==> config.mk <==
export PLATFORM = sky130hd
export DESIGN_NAME = fifo_wr_arbiter
export DESIGN_NICKNAME = d
export VERILOG_FILES = /design/src/rtl/fifo_pkg.sv /design/src/rtl/rr_pick.sv /design/src/rtl/fifo_wr_arbiter.sv
export SDC_FILE = /design/constraint.sdc
export NUM_CORES = 1
export LEC_CHECK = 0
export CORE_ASPECT_RATIO = 2
export CORE_MARGIN = 3
export CORE_UTILIZATION = 48
export CTS_CLUSTER_DIAMETER = 100
export DETAILED_ROUTE_END_ITERATION = 7
export PLACE_DENSITY = 0.88
export RECOVER_POWER = 25
export SLEW_MARGIN = 20
export SYNTH_ARGS = -nofsm -noshare
export SYNTH_HDL_FRONTEND = slang
export SYNTH_HIERARCHICAL = 1
export SYNTH_SLANG_ARGS = --single-unit
==> constraint.sdc <==
create_clock -name clk -period 7.1 [get_ports clk]
set_input_delay 1.42 -clock clk [delete_from_list [all_inputs] [get_ports clk]]
set_output_delay 1.42 -clock clk [all_outputs]
set_load 0.01 [all_outputs]
==> src/rtl/fifo_pkg.sv <==
// Shared definitions for the async FIFO and the blocks that sit in front of it.
package fifo_pkg;

    // Default beat width; the FIFO and its write-side arbiter must agree on it.
    localparam int FIFO_DATAWIDTH = 8;

    // Write-arbiter FSM encoding.
    typedef enum logic [1:0] {
        IDLE = 2'd0,
        XFER = 2'd1,
        REL  = 2'd2
    } arb_state_t;

    // Increment an index and wrap it back to zero at the modulus.
    function automatic int wrap_inc(input int value, input int modulus);
        int result;
        if ((value + 32'sd1) >= modulus) begin
            result = 32'sd0;
        end else begin
            result = value + 32'sd1;
        end
        return result;
    endfunction

endpackage

==> src/rtl/rr_pick.sv <==
// Rotating-priority encoder: picks the first set request scanning upward
// from ptr with wrap-around. Purely combinational.
module rr_pick #(
    parameter int NREQ = 4,
    parameter int IDXW = $clog2(NREQ)
) (
    input  logic [NREQ-1:0] req,
    input  logic [IDXW-1:0] ptr,
    output logic [NREQ-1:0] sel,
    output logic [IDXW-1:0] idx
);

    logic found_s;
    int   pos_s;

    // Scan NREQ positions starting at ptr and keep the first requester found.
    always_comb begin
        sel     = '0;
        idx     = '0;
        found_s = 1'b0;
        pos_s   = 32'sd0;
        for (int k = 0; k < NREQ; k++) begin
            pos_s = int'(ptr) + k;
            if (pos_s >= NREQ) begin
                pos_s = pos_s - NREQ;
            end else begin
                pos_s = pos_s;
            end
            if (!found_s && req[pos_s]) begin
                found_s    = 1'b1;
                sel[pos_s] = 1'b1;
                idx        = IDXW'(pos_s);
            end else begin
                found_s = found_s;
            end
        end
    end

endmodule

==> src/rtl/fifo_wr_arbiter.sv <==
// Round-robin burst arbiter sharing the FIFO write port among NREQ
// requesters. A grant covers a whole packet (or up to MAXBURST beats),
// every beat is gated by f_full, and a one-cycle REL gap separates bursts.
module fifo_wr_arbiter
    import fifo_pkg::*;
#(
    parameter int NREQ      = 4,
    parameter int DATAWIDTH = FIFO_DATAWIDTH,
    parameter int MAXBURST  = 16,
    parameter int CNTW      = 5
) (
    input  logic                      clk,
    input  logic                      rst,
    input  logic [NREQ-1:0]           req,
    input  logic [NREQ-1:0]           last,
    input  logic [NREQ*DATAWIDTH-1:0] din,
    input  logic                      f_full,
    output logic [NREQ-1:0]           ack,
    output logic [NREQ-1:0]           gnt,
    output logic [$clog2(NREQ)-1:0]   owner,
    output logic                      busy,
    output logic                      wr_en,
    output logic [DATAWIDTH-1:0]      data_out
);

    localparam int OWNW = $clog2(NREQ);

    arb_state_t          state_r, state_s;
    logic [NREQ-1:0]     gnt_r, gnt_s;
    logic [OWNW-1:0]     owner_r, owner_s;
    logic [OWNW-1:0]     ptr_r, ptr_s;
    logic [CNTW-1:0]     cnt_r, cnt_s;
    logic                busy_r, busy_s;

    logic [NREQ-1:0]     pick_sel_s;
    logic [OWNW-1:0]     pick_idx_s;
    logic                owner_req_s;
    logic                owner_last_s;
    logic                wr_en_s;
    logic                release_s;
    logic [NREQ-1:0]     ack_s;
    logic [DATAWIDTH-1:0] data_s;

    rr_pick #(
        .NREQ (NREQ),
        .IDXW (OWNW)
    ) u_rr_pick (
        .req (req),
        .ptr (ptr_r),
        .sel (pick_sel_s),
        .idx (pick_idx_s)
    );

    assign owner_req_s  = req[owner_r];
    assign owner_last_s = last[owner_r];

    // Beat gating: only the owner may write, only in XFER, never while full.
    always_comb begin
        wr_en_s = 1'b0;
        ack_s   = '0;
        if (state_r == XFER) begin
            wr_en_s = owner_req_s & ~f_full;
        end else begin
            wr_en_s = 1'b0;
        end
        if (wr_en_s) begin
            ack_s = gnt_r;
        end else begin
            ack_s = '0;
        end
    end

    // Select the owner's data lane for the FIFO data input.
    always_comb begin
        data_s = '0;
        for (int i = 0; i < NREQ; i++) begin
            if (owner_r == OWNW'(i)) begin
                data_s = din[i*DATAWIDTH +: DATAWIDTH];
            end else begin
                data_s = data_s;
            end
        end
    end

    // Next-state logic: arbitration in IDLE, beat counting and release in XFER.
    always_comb begin
        state_s   = state_r;
        gnt_s     = gnt_r;
        owner_s   = owner_r;
        ptr_s     = ptr_r;
        cnt_s     = cnt_r;
        busy_s    = busy_r;
        release_s = 1'b0;
        case (state_r)
            IDLE: begin
                if (|req) begin
                    state_s = XFER;
                    gnt_s   = pick_sel_s;
                    owner_s = pick_idx_s;
                    cnt_s   = '0;
                    busy_s  = 1'b1;
                end else begin
                    state_s = IDLE;
                end
            end
            XFER: begin
                if (!owner_req_s) begin
                    // Owner withdrew mid-packet: abort without writing.
                    release_s = 1'b1;
                end else if (wr_en_s) begin
                    if (owner_last_s || ((cnt_r + CNTW'(1)) == CNTW'(MAXBURST))) begin
                        release_s = 1'b1;
                    end else begin
                        cnt_s = cnt_r + CNTW'(1);
                    end
                end else begin
                    // Stalled on f_full: grant and count are frozen.
                    cnt_s = cnt_r;
                end
                if (release_s) begin
                    state_s = REL;
                    gnt_s   = '0;
                    busy_s  = 1'b0;
                    cnt_s   = '0;
                    ptr_s   = OWNW'(wrap_inc(int'(owner_r), NREQ));
                end else begin
                    state_s = XFER;
                end
            end
            REL: begin
                state_s = IDLE;
                gnt_s   = '0;
                busy_s  = 1'b0;
            end
            default: begin
                state_s = IDLE;
                gnt_s   = '0;
                busy_s  = 1'b0;
                cnt_s   = '0;
            end
        endcase
    end

    // State and grant registers, cleared asynchronously by rst low.
    always_ff @(posedge clk or negedge rst) begin
        if (!rst) begin
            state_r <= IDLE;
            gnt_r   <= '0;
            owner_r <= '0;
            ptr_r   <= '0;
            cnt_r   <= '0;
            busy_r  <= 1'b0;
        end else begin
            state_r <= state_s;
            gnt_r   <= gnt_s;
            owner_r <= owner_s;
            ptr_r   <= ptr_s;
            cnt_r   <= cnt_s;
            busy_r  <= busy_s;
        end
    end

    assign gnt      = gnt_r;
    assign owner    = owner_r;
    assign busy     = busy_r;
    assign wr_en    = wr_en_s;
    assign ack      = ack_s;
    assign data_out = data_s;

endmodule

==> impl_metrics.tcl <==
set metrics [dict create \
    nets 307 \
    regToRegSetupSlack_ns 4.33 \
    grt_pass1_vias 1712 \
    period_needed_ns 4.82 \
    ys_seq_area_share_pct 24.3 \
    area_growth_syn_to_layout_pct 41.2 \
    maxCapViolCount 0 \
    p_leak_nw 0.930 \
    gr-usage-all-layers_pct 24.2 \
    port-buffer-count 62 \
    start_kind "primary input" \
    hpwlAfterDp_um 3900 \
    yosys.area_share.simple_pct 26.2 \
    synth_compound_area_share_pct 25.0 \
    worstSetupPathType "in2out" \
    grt-ovfl-total 0 \
    crit_fanout 10 \
    slew_headroom_pct 38.3 \
    slowest_delay_ns 0.58 \
    highest_layer "met4" \
    drive_gt1_share_pct 8.80 \
    cp.arrival_ns 3.40 \
    start_util_pct 51.1 \
    core-area_um2 3230 \
    num_vias 1700 \
    wl_met3_um 190 \
    placed_cell_area_um2 2270 \
    crit_buf_inv 2 \
    clkSinkCount 16 \
    crit_chain "clkdlybuf4s50_1, mux4_2, nand2_4, nor2_1, and2_1, clkdlybuf4s50_1" \
    synth_top_family_by_area "simple AND/OR/NAND/NOR gates" \
    yosysTopAreaCellShare_pct 24.3 \
    clk_latency_ns 0.25 \
    crit_start "req[3]" \
    worst_path_max_delay_cell "mux4_2" \
    final_max_slew_viol_count 0 \
    synthAdderAreaFrac_pct 9.86 \
    final_antenna_net_count 0 \
    clk_transition_reported_paths_ns 0.06 \
    reg2reg_from "ptr_r[0]" \
    dr.pass1.iters 4 \
    wl_um 4730 \
    synth_nets 247 \
    die_x_um 47.5 \
    cts_tree "yes" \
    synth.distinct_cells 43 \
    yosys.area_share.xor_xnor_pct 0 \
    die_area_um2 4220 \
    min_from "busy" \
    antenna_found_initial 0 \
    outcome "complete, no violations" \
    grt_max_degree 18 \
    vias_per_cell 6.05 \
    yosysTopAreaCell "dfrtp_1" \
    fin_setup_tns_ns 0 \
    cts_root_buf "clkbuf_8" \
    hold_path_class "reg2reg" \
    synthMuxAreaShare_pct 10.7 \
    htree_levels 1 \
    hold_viol 0 \
    crit_required_ns 5.68 \
    cts_resized 0 \
    drc 0 \
    fin_crit_sh_pct 67.9 \
    top_level_ports 63 \
    synth_top_flop_cell "dfrtp_1" \
    antennaDiodeCount 0 \
    clockBufferDepth 2 \
    row_count 29 \
    async_flop_share_pct 100 \
    powerDensity_nw_per_um2 385 \
    wl_met1_um 1570 \
    tightest_slew_ns 0.918 \
    syn_area_um2 1650 \
    dieHeight_um 88.9 \
    holdBufCountCts 0 \
    fmax_mhz 207 \
    synth_cells 191 \
    max-vdd-ir-drop_mv 0.292 \
    wl_met2_um 2840 \
    gp_congestion 0.785 \
    ys_warn_count 6 \
    rsz0062_at_grt "false" \
    first_iter_violations 26 \
    numCtsBuffers 3 \
    cp-end-kind "primary output" \
    skew_ns 0.00268 \
    synth-seq-cells 16 \
    synth-edff-count 0 \
    grt_pass1_wl_um 7530 \
    postCtsSetupBuffers 0 \
    setup_viol 0 \
    synthTopCellsByArea "dfrtp_1, ha_1, mux4_2" \
    final_area_um2 2330 \
    syn_area_per_cell_um2 8.64 \
    wl_per_cell_um 16.8 \
    worst_path_most_repeated_cell "clkdlybuf4s50_1" \
    cp_top_family "buffers and inverters" \
]
==> state kept, by name, summed over array words and instances, names as in the netlist <==
register	count
ptr_r	2
cnt_r	5
busy	1
gnt	4
state_r	2
owner	2
==> final timing paths <==
path | to | depth (start not counted)
setup / recovery | ack[1] | 6
hold reg to reg | busy | 1
hold / removal | busy | 1
setup reg to reg | gnt[0] | 6
min in group asynchronous | cnt_r[4] | 1
max in group asynchronous | owner[1] | 1
==> Yosys cell counts, types with 2 or more instances <==
cell type,n
nor2_1,7
o22ai_1,4
o21ai_1,3
inv_1,8
ha_1,13
a21oi_1,19
or2_2,2
and3_1,5
nand2b_1,3
dfrtp_1,16
clkbuf_1,4
nand3b_1,10
mux2_2,3
nor3_1,2
nor2b_1,4
o2bb2ai_1,5
mux2i_1,3
mux4_2,5
a221oi_1,4
o21ai_0,13
and2_1,5
nand2_1,26
a221o_1,4
nand3_1,4
==> per-layer routing <==
layer / vias up / track usage (%)
met5: - / 0
met3: 12 / 1.41
met1: 814 / 22.8
li1: 826 / -
met2: 48 / 48.7
met4: 0 / 9.57
==> stage by stage <==
step | total power [mW] | hold WS (ns) | cells | utilization (%) | setup WS, ns
final | 0.896 | 0.489 | 281 | 72.1 | 2.28
after global routing | 0.974 | 0.535 | 281 | 72.1 | 2.19
after CTS | 0.900 | 0.491 | 281 | 72.1 | 2.28
after detailed placement | 0.818 | 0.476 | 277 | 70.4 | 2.28
after global placement | 0.800 | 0.473 | 277 | 70.4 | 2.31
after floorplan | 0.604 | 0.486 | 191 | - | 3.35
==> kinds of logic after synthesis <==
family	after synthesis
and+or+nand+nor	76
AOI/OAI and AO/OA	60
DFF	16
buffers and inverters	15
adders and majority gates	13
muxes	11
==> layout by cell type, fill, tap and decap left out, types with 2 or more instances in the layout <==
master	count
o2bb2ai_1	5
mux4_2	5
o21ai_1	3
nor3_1	2
o22ai_1	4
mux2i_1	3
clkdlybuf4s50_1	61
a21oi_1	19
inv_1	8
nand2_1	26
mux2_2	3
nor2b_1	4
dfrtp_1	16
nand3b_1	10
nand2b_1	3
o21ai_0	13
nor2_1	7
clkbuf_8	4
and3_1	5
nand3_1	4
a221o_1	4
and2_1	5
or2_2	2
ha_1	13
a221oi_1	4
==> layout make-up <==
type	count	area, um^2
clock buffers	4	55.1
flip-flops and latches	16	400
repair buffers	62	621
fillers	258	900
well taps	31	38.8
inverters	8	30.0
multi-input cells	160	1180
==> report_power, final <==
part	switching, mW	total, mW	internal, mW	leakage, nW
sequential	0.0575	0.179	0.122	0.208
clock	0.0309	0.0801	0.0491	0.0288
combinational	0.320	0.636	0.316	0.694
total	0.409	0.896	0.487	0.930
Note: power is estimated with default switching activity, not from simulation.
